`config.mk`:
```
export PLATFORM = sky130hd
export DESIGN_NAME = generic_byte_en_sram_wb_master_bridge_flat
export DESIGN_NICKNAME = d
export VERILOG_FILES = /design/src/rtl/wb_sram_bridges_pkg.sv /design/src/rtl/generic_sram_byte_en_if.sv /design/src/rtl/wb_if.sv /design/src/rtl/generic_byte_en_sram_wb_master_bridge.sv /design/src/flat_wrapper.sv
export SDC_FILE = /design/constraint.sdc
export NUM_CORES = 1
export LEC_CHECK = 0
export BUFFER_PORTS_ARGS = -buffer_cell sky130_fd_sc_hd__buf_2
export CAP_MARGIN = 20
export CELL_PAD_IN_SITES_DETAIL_PLACEMENT = 0
export CELL_PAD_IN_SITES_GLOBAL_PLACEMENT = 2
export CORE_AREA = 2 2 105 127
export CTS_BUF_LIST = sky130_fd_sc_hd__clkbuf_16
export CTS_CLUSTER_SIZE = 14
export DETAILED_ROUTE_END_ITERATION = 7
export DIE_AREA = 0 0 107 129
export PLACE_DENSITY = 0.86
export SLEW_MARGIN = 30
export SYNTH_ARGS = -nofsm -noshare
export SYNTH_HDL_FRONTEND = slang
export SYNTH_SLANG_ARGS = --single-unit
```
`constraint.sdc`:
```
create_clock -name clk -period 5.3 [get_ports clk]
set_clock_uncertainty 0.15 [all_clocks]
set_input_delay 1.325 -clock clk [delete_from_list [all_inputs] [get_ports clk]]
set_output_delay 1.325 -clock clk [all_outputs]
set_load 0.02 [all_outputs]
```
`src/rtl/wb_sram_bridges_pkg.sv`:
```
// Shared definitions for the SRAM <-> Wishbone bridge family: the master
// bridge state encoding and the word-address to byte-address shift used
// when building or slicing the Wishbone ADR field.
package wb_sram_bridges_pkg;

   typedef enum logic {
      IDLE = 1'b0,
      BUS  = 1'b1
   } wb_master_bridge_state_e;

   // Number of low ADR bits below the SRAM word address for a given data width
   function automatic int adr_byte_shift(input int data_width);
      return (data_width / 32) + 1;
   endfunction

endpackage

```
`src/rtl/generic_sram_byte_en_if.sv`:
```
// Generic byte-enable SRAM port. The bridge acts as the memory (sram
// modport); the client drives address, enables and write data.
interface generic_sram_byte_en_if #(
   parameter int ADDRESS_WIDTH = 10,
   parameter int DATA_WIDTH    = 32
);

   logic [ADDRESS_WIDTH-1:0]  addr;
   logic                      read_en;
   logic                      write_en;
   logic [DATA_WIDTH/8-1:0]   byte_en;
   logic [DATA_WIDTH-1:0]     write_data;
   logic [DATA_WIDTH-1:0]     read_data;

   modport sram (
      input  addr, read_en, write_en, byte_en, write_data,
      output read_data
   );

   modport client (
      output addr, read_en, write_en, byte_en, write_data,
      input  read_data
   );

endinterface

```
`src/rtl/wb_if.sv`:
```
// Wishbone classic bus bundle with master and slave views, including the
// optional cycle/burst type and tag signals.
interface wb_if #(
   parameter int ADDR_WIDTH = 32,
   parameter int DATA_WIDTH = 32
);

   logic                     cyc;
   logic                     stb;
   logic                     we;
   logic [DATA_WIDTH/8-1:0]  sel;
   logic [ADDR_WIDTH-1:0]    adr;
   logic [DATA_WIDTH-1:0]    dat_w;
   logic [DATA_WIDTH-1:0]    dat_r;
   logic                     ack;
   logic                     err;
   logic [2:0]               cti;
   logic [1:0]               bte;
   logic                     tga;
   logic                     tgc;
   logic                     tgd_w;

   modport master (
      output cyc, stb, we, sel, adr, dat_w, cti, bte, tga, tgc, tgd_w,
      input  dat_r, ack, err
   );

   modport slave (
      input  cyc, stb, we, sel, adr, dat_w, cti, bte, tga, tgc, tgd_w,
      output dat_r, ack, err
   );

endinterface

```
`src/rtl/generic_byte_en_sram_wb_master_bridge.sv`:
```
// Presents an SRAM-style responder port to a client and turns each accepted
// access into one Wishbone classic master cycle. Since the SRAM side has no
// wait signal, the client is stalled with busy and told about completed reads
// with an rvalid pulse; bus errors and timeouts raise a one-cycle err pulse.
module generic_byte_en_sram_wb_master_bridge
   import wb_sram_bridges_pkg::*;
#(
   parameter int ADDRESS_WIDTH  = 10,
   parameter int DATA_WIDTH     = 32,
   parameter int WB_ADDR_WIDTH  = 32,
   parameter int TIMEOUT_CYCLES = 256
) (
   input  logic                 clk,
   input  logic                 rstn,
   generic_sram_byte_en_if.sram sram_s,
   wb_if.master                 wb_m,
   output logic                 busy,
   output logic                 rvalid,
   output logic                 err
);

   localparam int BE_WIDTH  = DATA_WIDTH / 8;
   localparam int ADR_SHIFT = adr_byte_shift(DATA_WIDTH);
   localparam int CNT_WIDTH = (TIMEOUT_CYCLES > 0) ? $clog2(TIMEOUT_CYCLES + 1) : 1;
   localparam logic [CNT_WIDTH-1:0] CNT_LAST =
      CNT_WIDTH'((TIMEOUT_CYCLES > 0) ? (TIMEOUT_CYCLES - 1) : 0);

   wb_master_bridge_state_e  state_q, state_d;
   logic [ADDRESS_WIDTH-1:0] addr_q, addr_d;
   logic [BE_WIDTH-1:0]      be_q, be_d;
   logic [DATA_WIDTH-1:0]    wdata_q, wdata_d;
   logic                     we_q, we_d;
   logic [CNT_WIDTH-1:0]     count_q, count_d;
   logic [DATA_WIDTH-1:0]    read_data_q, read_data_d;
   logic                     rvalid_q, rvalid_d;
   logic                     err_q, err_d;
   logic                     timeout_hit;

   // Accept a request in IDLE, then hold the bus until ACK, ERR or timeout
   always_comb begin
      state_d     = state_q;
      addr_d      = addr_q;
      be_d        = be_q;
      wdata_d     = wdata_q;
      we_d        = we_q;
      count_d     = count_q;
      read_data_d = read_data_q;
      rvalid_d    = 1'b0;
      err_d       = 1'b0;
      timeout_hit = 1'b0;
      case (state_q)
         IDLE: begin
            if (sram_s.read_en || sram_s.write_en) begin
               state_d = BUS;
               addr_d  = sram_s.addr;
               be_d    = sram_s.byte_en;
               wdata_d = sram_s.write_data;
               we_d    = sram_s.write_en;
               count_d = '0;
            end
         end
         BUS: begin
            timeout_hit = (TIMEOUT_CYCLES != 0) && (count_q == CNT_LAST);
            if (wb_m.ack) begin
               state_d = IDLE;
               if (!we_q) begin
                  read_data_d = wb_m.dat_r;
                  rvalid_d    = 1'b1;
               end
            end else if (wb_m.err || timeout_hit) begin
               state_d = IDLE;
               err_d   = 1'b1;
               if (!we_q) begin
                  read_data_d = '0;
                  rvalid_d    = 1'b1;
               end
            end else begin
               count_d = count_q + CNT_WIDTH'(1);
            end
         end
         default: state_d = IDLE;
      endcase
   end

   // State, captured request, timeout counter and client-side result registers
   always_ff @(posedge clk or negedge rstn) begin
      if (!rstn) begin
         state_q     <= IDLE;
         addr_q      <= '0;
         be_q        <= '0;
         wdata_q     <= '0;
         we_q        <= 1'b0;
         count_q     <= '0;
         read_data_q <= '0;
         rvalid_q    <= 1'b0;
         err_q       <= 1'b0;
      end else begin
         state_q     <= state_d;
         addr_q      <= addr_d;
         be_q        <= be_d;
         wdata_q     <= wdata_d;
         we_q        <= we_d;
         count_q     <= count_d;
         read_data_q <= read_data_d;
         rvalid_q    <= rvalid_d;
         err_q       <= err_d;
      end
   end

   assign busy             = (state_q == BUS);
   assign rvalid           = rvalid_q;
   assign err              = err_q;
   assign sram_s.read_data = read_data_q;

   assign wb_m.cyc   = busy;
   assign wb_m.stb   = busy;
   assign wb_m.we    = we_q;
   assign wb_m.sel   = be_q;
   assign wb_m.adr   = WB_ADDR_WIDTH'(addr_q) << ADR_SHIFT;
   assign wb_m.dat_w = wdata_q;
   assign wb_m.cti   = 3'b000;
   assign wb_m.bte   = 2'b00;
   assign wb_m.tga   = 1'b0;
   assign wb_m.tgc   = 1'b0;
   assign wb_m.tgd_w = 1'b0;

endmodule

```
`src/flat_wrapper.sv`:
```
// flat-port wrapper written by rule: the top's interface ports become plain ports
module generic_byte_en_sram_wb_master_bridge_flat import wb_sram_bridges_pkg::*;
#(
   parameter int ADDRESS_WIDTH  = 10,
   parameter int DATA_WIDTH     = 32,
   parameter int WB_ADDR_WIDTH  = 32,
   parameter int TIMEOUT_CYCLES = 256
)
  (clk, rstn, busy, rvalid, err, sram_s_addr, sram_s_read_en, sram_s_write_en, sram_s_byte_en, sram_s_write_data, sram_s_read_data, wb_m_cyc, wb_m_stb, wb_m_we, wb_m_sel, wb_m_adr, wb_m_dat_w, wb_m_cti, wb_m_bte, wb_m_tga, wb_m_tgc, wb_m_tgd_w, wb_m_dat_r, wb_m_ack, wb_m_err);
  generic_sram_byte_en_if #(.ADDRESS_WIDTH(ADDRESS_WIDTH), .DATA_WIDTH(DATA_WIDTH)) sram_s_i ();
  wb_if #(.ADDR_WIDTH(32), .DATA_WIDTH(DATA_WIDTH)) wb_m_i ();
  input  logic clk;
  input  logic rstn;
  output logic busy;
  output logic rvalid;
  output logic err;
  input wire logic [$bits(sram_s_i.addr)-1:0] sram_s_addr;
  input wire logic [$bits(sram_s_i.read_en)-1:0] sram_s_read_en;
  input wire logic [$bits(sram_s_i.write_en)-1:0] sram_s_write_en;
  input wire logic [$bits(sram_s_i.byte_en)-1:0] sram_s_byte_en;
  input wire logic [$bits(sram_s_i.write_data)-1:0] sram_s_write_data;
  output wire logic [$bits(sram_s_i.read_data)-1:0] sram_s_read_data;
  output wire logic [$bits(wb_m_i.cyc)-1:0] wb_m_cyc;
  output wire logic [$bits(wb_m_i.stb)-1:0] wb_m_stb;
  output wire logic [$bits(wb_m_i.we)-1:0] wb_m_we;
  output wire logic [$bits(wb_m_i.sel)-1:0] wb_m_sel;
  output wire logic [$bits(wb_m_i.adr)-1:0] wb_m_adr;
  output wire logic [$bits(wb_m_i.dat_w)-1:0] wb_m_dat_w;
  output wire logic [$bits(wb_m_i.cti)-1:0] wb_m_cti;
  output wire logic [$bits(wb_m_i.bte)-1:0] wb_m_bte;
  output wire logic [$bits(wb_m_i.tga)-1:0] wb_m_tga;
  output wire logic [$bits(wb_m_i.tgc)-1:0] wb_m_tgc;
  output wire logic [$bits(wb_m_i.tgd_w)-1:0] wb_m_tgd_w;
  input wire logic [$bits(wb_m_i.dat_r)-1:0] wb_m_dat_r;
  input wire logic [$bits(wb_m_i.ack)-1:0] wb_m_ack;
  input wire logic [$bits(wb_m_i.err)-1:0] wb_m_err;
  assign sram_s_i.addr = sram_s_addr;
  assign sram_s_i.read_en = sram_s_read_en;
  assign sram_s_i.write_en = sram_s_write_en;
  assign sram_s_i.byte_en = sram_s_byte_en;
  assign sram_s_i.write_data = sram_s_write_data;
  assign sram_s_read_data = sram_s_i.read_data;
  assign wb_m_cyc = wb_m_i.cyc;
  assign wb_m_stb = wb_m_i.stb;
  assign wb_m_we = wb_m_i.we;
  assign wb_m_sel = wb_m_i.sel;
  assign wb_m_adr = wb_m_i.adr;
  assign wb_m_dat_w = wb_m_i.dat_w;
  assign wb_m_cti = wb_m_i.cti;
  assign wb_m_bte = wb_m_i.bte;
  assign wb_m_tga = wb_m_i.tga;
  assign wb_m_tgc = wb_m_i.tgc;
  assign wb_m_tgd_w = wb_m_i.tgd_w;
  assign wb_m_i.dat_r = wb_m_dat_r;
  assign wb_m_i.ack = wb_m_ack;
  assign wb_m_i.err = wb_m_err;
  generic_byte_en_sram_wb_master_bridge #(.ADDRESS_WIDTH(ADDRESS_WIDTH), .DATA_WIDTH(DATA_WIDTH), .WB_ADDR_WIDTH(WB_ADDR_WIDTH), .TIMEOUT_CYCLES(TIMEOUT_CYCLES)) u_core (.clk(clk), .rstn(rstn), .sram_s(sram_s_i), .wb_m(wb_m_i), .busy(busy), .rvalid(rvalid), .err(err));
endmodule
```
==> key figures <==
Routing
  • Detailed-route DRC error count: 0
  • Remaining antenna violation count: 0
  • Via count: 2573
  • Routed len/inst: 13.3 µm
  • DRT Pass-1 Iters: 4
  • Final WL: 7.95 mm
  • DR vias/cell: 4.32
  • DRT iter0 DRCs: 112

Critical path
  • R2R Path End: u_core.count_q[7]
  • CP Data Arrival Time: 2.84 ns
  • Crit end category: flop
  • Peak fanout along the critical path: 12
  • Most frequent CP cell: ha_1
  • CP max-delay cell: or4b_4
  • Critical path class: flop to flop
  • Worst path buffer plus inverter count: 0
  • Delay-heaviest family, CP: simple AND/OR/NAND/NOR gates
  • Worst-path cell chain: ha_1, and3_1, nand3_1, nor2_1, ha_1, or4b_4, nor4_2, mux2i_1
  • Register-to-register setup slack: 2.57 ns
  • Crit start category: flop
  • RR Startpoint: u_core.count_q[0]
  • Reg2Reg Depth: 8
  • CP required: 5.41 ns
  • Largest stage delay, worst path: 0.65 ns

Place
  • Final Wtd Congestion: 0.691
  • Port Buf Inserts: 167
  • Setup WS pre-CTS: 2.20 ns
  • Post-DP HPWL: 6.00 mm

Timing
  • Worst hold slack: 0.341 ns
  • # setup viols final: 0
  • Final setup TNS: 0 ns
  • Fin. max-slew vios: 0
  • Fmax: 367 MHz
  • RSZ-0062 raised after global routing: no
  • Final WS setup: 2.57 ns
  • Worst slew pin tran: 0.606 ns
  • Final period utilization: 51.5%
  • Slew HR: 59.6%
  • Fin. Hold Viols: 0
  • Fin crit period: 2.73 ns

Clock network
  • CTS resizes: 0
  • CTS hold repair buffers: 0
  • Root Buffer: clkbuf_16
  • Clock Tree Buf Depth: 2
  • Postcts setup bufs: 0
  • Later-pin clock latency in the skew report: 0.33 ns
  • TritonCTS clock tree: built
  • Clk sink count: 91
  • Num CTS Buffers: 9
  • Reg clk slew, reported paths: 0.06 ns
  • H-tree depth: 3

Floorplan
  • CORE AREA: 12600 µm²
  • FP Rows: 45
  • Initial Utilization: 29.6%
  • Die area: 13800 µm²
  • Die height: 129 µm
  • Die Width: 107 µm
  • Io pins: 198

Worst hold path
  • Hold EP: u_core.count_q[7]
  • HP Start: u_core.count_q[7]
  • Hold crit path type: flop to flop
  • Hold depth: 1

GRT
  • Pin count of the biggest net entering global routing: 48
  • GRT Residual Overflow: 0
  • GR Util All Layers: 11.5%
  • Number of global-route vias before repair: 2516
  • First-pass GRT wire length: 12.3 mm
  • Initial antenna violation count: 2

Synth
  • Main flop type after synthesis: dfrtp_1
  • Yosys reg bits: 91
  • Average size of a mapped cell: 14.2 µm²
  • Synth unique cells: 32
  • Register area share after synthesis: 61.3%
  • Yosys warning count: 0
  • EDFF count, synth: 0
  • Asr flop ratio synth: 100%
  • Synth Cell Area: 3720 µm²
  • Syn Inst Count: 262

Finish
  • Fin nets: 513
  • Area growth syn-to-layout: 33.7%
  • Share of layout cells above drive strength 1: 55.7%

Run status
  • Status: completed

Job
  • Max Cap Viol: 0

Power
  • Peak VDD IR: 210 µV
  • Static Leakage: 2.52 nW
  • PwrDens: 509 nW/µm²
## layout by cell type (no fill, tap or decap), drive strengths merged, types with 2 or more instances in the layout
| cell type | instances |
|---|---|
| buf | 171 |
| dfrtp | 91 |
| mux2 | 47 |
| a22o | 32 |
| conb | 30 |
| nand2 | 10 |
| clkbuf | 9 |
| inv | 5 |
| nand3 | 4 |
| mux2i | 4 |
| bufinv | 3 |
| nor2 | 2 |
| ha | 2 |
| and3 | 2 |
| o21ai | 2 |
| clkinv | 2 |
## area by class of cell
class                           count  area, µm²
Fill cell                        1215       7590
Sequential cell                    91       2280
Multi-Input combinational cell    150       1250
Timing Repair Buffer              171        888
Clock buffer                        9        225
Tap cell                          164        205
Clock inverter                      6        106
Inverter                            4       15.0
Antenna cell                        1       2.50
## registers in the layout, summed over array words and instances (netlist names)
signal,cells
u_core.rvalid,1
u_core.err,1
u_core.wb_m.we,1
u_core.wb_m.sel,4
u_core.sram_s.read_data,32
u_core.busy,1
u_core.count_q,9
u_core.addr_q,10
u_core.wb_m.dat_w,32
## through the flow
step | power [mW] | utilization, % | instance area (µm²) | cells
2_1_floorplan | 1.55 | - | 3820 | 291
3_3_place_gp | 1.83 | 36.7 | 4600 | 579
3_5_place_dp | 1.85 | 36.9 | 4630 | 580
4_1_cts | 2.57 | 39.5 | 4960 | 595
5_1_grt | 2.67 | 39.5 | 4960 | 595
6_report | 2.53 | 39.6 | 4970 | 596
## cell usage after synthesis (all sizes together) (2+ instances only)
| master | n | share of area [%] |
|---|---|---|
| dfrtp | 91 | 61 |
| mux2 | 47 | 14 |
| buf | 39 | 7.6 |
| a22o | 32 | 7.5 |
| nand2 | 10 | 1.0 |
| clkbuf | 7 | 0.71 |
| inv | 4 | 0.40 |
| mux2i | 4 | 1.1 |
| nand3 | 4 | 0.54 |
| and3 | 2 | 0.34 |
| ha | 2 | 0.67 |
| nor2 | 2 | 0.20 |
| o21ai | 2 | 0.27 |
## per-layer routing
| layer | vias to the layer above | wire length (µm) | track usage (%) |
|---|---|---|---|
| met1 | 1219 | 3290 | 13.4 |
| met3 | 10 | 807 | 5.12 |
| met4 | 2 | 119 | 4.81 |
| met5 | - | 13 | 0 |
| li1 | 1197 | - | - |
| met2 | 145 | 3720 | 18.5 |
## power by group
group / switching [mW] / internal (mW)
clock network: 0.251 / 0.455
logic: 0.486 / 0.340
registers: 0.103 / 0.895
total: 0.840 / 1.69
## how the worst max path moves through the flow
stage / from / to / slack [ns] / depth (start not counted)
final: u_core.count_q[0] / u_core.count_q[7] / 2.57 / 8
after global routing: u_core.count_q[0] / u_core.count_q[7] / 2.45 / 8
after CTS: sram_s_write_en / u_core.addr_q[2] / 2.56 / 5
after detailed placement: sram_s_write_en / u_core.addr_q[2] / 2.20 / 5
after global placement: sram_s_write_en / u_core.addr_q[8] / 2.01 / 4
after floorplan: wb_m_ack / u_core.count_q[7] / 2.71 / 3
## logic make-up after synthesis
logic type / share of synthesized area, %
multiplexers: 15.3
buffers and inverters: 8.69
adder cells (fa/ha/maj): 0.673
AO/OA/AOI/OAI: 10.3
other: 0.101
AND/OR/NAND/NOR: 3.67
flip-flops: 61.3
Note: power is estimated with default switching activity, not from simulation.
